$ cat src/rtl/ifid_buffer.sv
// IF/ID pipeline register: carries the incremented PC and fetched instruction
// from fetch to decode, with stall (hold) and flush (squash to NOP) control.
module ifid_buffer #(
    parameter int               WIDTH      = 16,
    parameter logic [WIDTH-1:0] FLUSH_INST = '0,
    parameter logic [WIDTH-1:0] FLUSH_PC   = '0
) (
    input  logic             clk,
    input  logic             rst_n,
    input  logic             flush,
    input  logic             IFID_enable,
    input  logic [WIDTH-1:0] pcAddIn,
    input  logic [WIDTH-1:0] instIn,
    output logic [WIDTH-1:0] pcAddOut,
    output logic [WIDTH-1:0] instOut
);

    logic [WIDTH-1:0] pcAddReg;
    logic [WIDTH-1:0] instReg;

    // PC and instruction share one priority chain so they always move as a pair.
    always_ff @(posedge clk) begin
        if (!rst_n) begin
            pcAddReg <= FLUSH_PC;
            instReg  <= FLUSH_INST;
        end else if (flush) begin
            pcAddReg <= FLUSH_PC;
            instReg  <= FLUSH_INST;
        end else if (IFID_enable) begin
            pcAddReg <= pcAddIn;
            instReg  <= instIn;
        end
    end

    assign pcAddOut = pcAddReg;
    assign instOut  = instReg;

endmodule

$ cat config.mk
export PLATFORM = sky130hd
export DESIGN_NAME = ifid_buffer
export DESIGN_NICKNAME = d
export VERILOG_FILES = /design/src/rtl/ifid_buffer.sv
export SDC_FILE = /design/constraint.sdc
export NUM_CORES = 1
export LEC_CHECK = 0
export ABC_AREA = 1
export BUFFER_PORTS_ARGS = -buffer_cell sky130_fd_sc_hd__buf_4
export CAP_MARGIN = 20
export CORE_ASPECT_RATIO = 1.75
export CORE_MARGIN = 10
export CORE_UTILIZATION = 42
export CTS_BUF_LIST = sky130_fd_sc_hd__clkbuf_16
export CTS_CLUSTER_SIZE = 40
export DETAILED_ROUTE_END_ITERATION = 8
export PLACE_DENSITY = 0.76
export SYNTH_ARGS = -nofsm -noshare
export SYNTH_HDL_FRONTEND = slang
export SYNTH_SLANG_ARGS = --single-unit
$ cat constraint.sdc
create_clock -name clk -period 1.1 [get_ports clk]
set_input_delay 0.165 -clock clk [delete_from_list [all_inputs] [get_ports clk]]
set_output_delay 0.165 -clock clk [all_outputs]
set_load 0.02 [all_outputs]
==> impl_metrics.yaml <==
status:
  status: "completed"
worst_setup_path:
  crit_path_end_kind: "output port"
  cp-startpoint: "pcAddOut[7]$_SDFFE_PP0P_"
  worstPathMaxFanout: 2
  critPathKind: "flop to output port"
  cpPeakStageDelay_ps: 350
  cp-start-kind: "flop"
  critPathBufInv: 1
  crit_chain: "buf_4"
  cp_data_arrival_time_ps: 780
  cp_top_family: "flip-flops"
  cpMaxStageDelayCell: "dfxtp_1"
  worstPathRequired_ps: 940
  r2r-start: "instOut[10]$_SDFFE_PP0P_"
yosys:
  ys_warn_count: 0
  synth_most_common_cell: "nand2_1"
  syn_avg_cell_area_um2: 8.77
  synth_cell_types: 11
  ys.flop_type: "dfxtp_1"
  synth_edf_count: 0
  synth_nets: 177
  synthCells: 141
  synthesis.area_um2: 1240
  synth_top_area_share_pct: 51.8
  synth.area.top_cells: "dfxtp_1 (52%), nand2_1 (17%), a21oi_1 (8.5%)"
  synth_seq_cells: 32
  ys_top_cells_by_count: "nand2_1 (55), dfxtp_1 (32), a21oi_1 (21)"
  synth.yosys.seq_area_share_pct: 51.8
  yosysTopAreaCell: "dfxtp_1"
  async_flop_share_pct: 0
timing:
  grt_setup_unrepaired: "no"
  fin_skew_ps: 0
  setup_viol: 0
  drv_slew: 0
  fmax_mhz: 1060
  min_period_ps: 941
  setup-tns-final_ps: 0
  relSlewSlack_pct: 86.3
  tightest_slew_ps: 205
  fin_crit_sh_pct: 85.5
  finalHoldViolCount: 0
  holdWs_ps: 147
grt:
  grt.overflow.total: 0
  grt_usage_pct: 12.7
  antenna_found_initial: 0
  grt_first_pass_wirelength_mm: 5.51
  grt_max_degree: 33
  first_global_vias: 1175
clock_tree:
  hold_buffers: 0
  cts_tree: "done"
  cts_sinks: 32
  cts_buffers: 5
  clkLatencyLatePin_ps: 270
  ctsResizeCount: 0
  clock_path_buffers: 2
  cts_root_buf: "clkbuf_16"
  post_cts_buffers: 0
  cts.clk_slew.worst_paths_ps: 50
  htree_levels: 2
final_layout:
  fillers: 230
  final_cell_count_no_fill: 235
  drive_above_1_share_pct: 46.4
  n_antenna_cell: 0
  final_nets: 243
  syn2layout_area_growth_pct: 48.6
pwr:
  ir_drop_uv: 1500
  p_per_area_nw_per_um2: 1540
  p_leak_nw: 0.826
die:
  dieArea_um2: 5600
  initial_core_util_pct: 43.2
  die_w_um: 61.0
  io_pins: 68
  placementRows: 26
  core_um2: 2860
  die_y_um: 91.8
drt:
  drc: 0
  drt_pre_antenna_iters: 4
  drt_iter0_drc: 19
  postRouteAntennaNets: 0
  routed_wl_mm: 3.61
  viasPerCell: 4.88
  wire_per_inst_um: 15.4
  via_count: 1146
job:
  cap_violations: 0
worst_hold_path:
  min_path_type: "input pin to flop"
  hold_path_startpoint: "pcAddIn[12]"
placement:
  post-dp-hpwl_mm: 2.73
  numPortBuffers: 67
  place.gp.congestion: 0.703
  dp.cells: 228
==> cell type report <==
type	instances	area, um2	share of cell area (%)
multi-input cells	97	470	25.6
clock inverters	2	7.51	0.409
repair buffers	69	543	29.6
well taps	28	35.0	1.91
clock buffers	5	125	6.81
flip-flops and latches	32	641	34.9
inverters	2	15.0	0.817
==> power breakdown <==
part	internal [mW]	switching, mW
Combinational	0.171	0.176
Sequential	1.20	0.0216
Clock	0.807	0.450
==> layer usage <==
layer,track usage [%],up-vias,part of all wire (%)
met5,0,-,0
met2,20.3,47,51
met3,6.91,4,11
li1,-,577,-
met1,12.7,518,37
met4,6.07,0,1.6
==> sequential cells by signal (all words and copies together), names as in the netlist <==
register,count
instOut,16
pcAddOut,16
==> metrics by stage <==
step	power, mW	setup slack, ps	utilization, %	cell area (um2)
2_1_floorplan	1.43	401	-	1240
3_3_place_gp	1.59	295	59.5	1700
3_5_place_dp	1.59	265	59.5	1700
4_1_cts	2.86	146	64.2	1840
5_1_grt	2.90	120	64.2	1840
6_report	2.82	159	64.2	1840
==> kinds of logic after synthesis <==
| logic type | synth area share [%] |
|---|---|
| simple gates | 21.8 |
| compound gates | 16.3 |
| buf+inv | 10.1 |
| flops | 51.8 |
==> cells in the final DEF (no fill, tap or decap) <==
cell type  netlist  layout
nand2_1         55      55
inv_8            1       1
nand2_2         10      10
buf_4            0      67
inv_1            1       1
a21oi_1         21      21
clkbuf_16        0       5
a21oi_2         11      11
buf_12           1       2
dfxtp_1         32      32
clkinv_1         0       2
==> final timing paths <==
| kind | end | slack [ps] | cells after the start |
|---|---|---|---|
| setup reg to reg | instOut[10]$_SDFFE_PP0P_ | 490 | 2 |
| setup / recovery | pcAddOut[7] | 160 | 1 |
| hold reg to reg | pcAddOut[1]$_SDFFE_PP0P_ | 460 | 2 |
| hold / removal | pcAddOut[12]$_SDFFE_PP0P_ | 150 | 3 |
No activity file was read; power rests on OpenSTA's default activity.
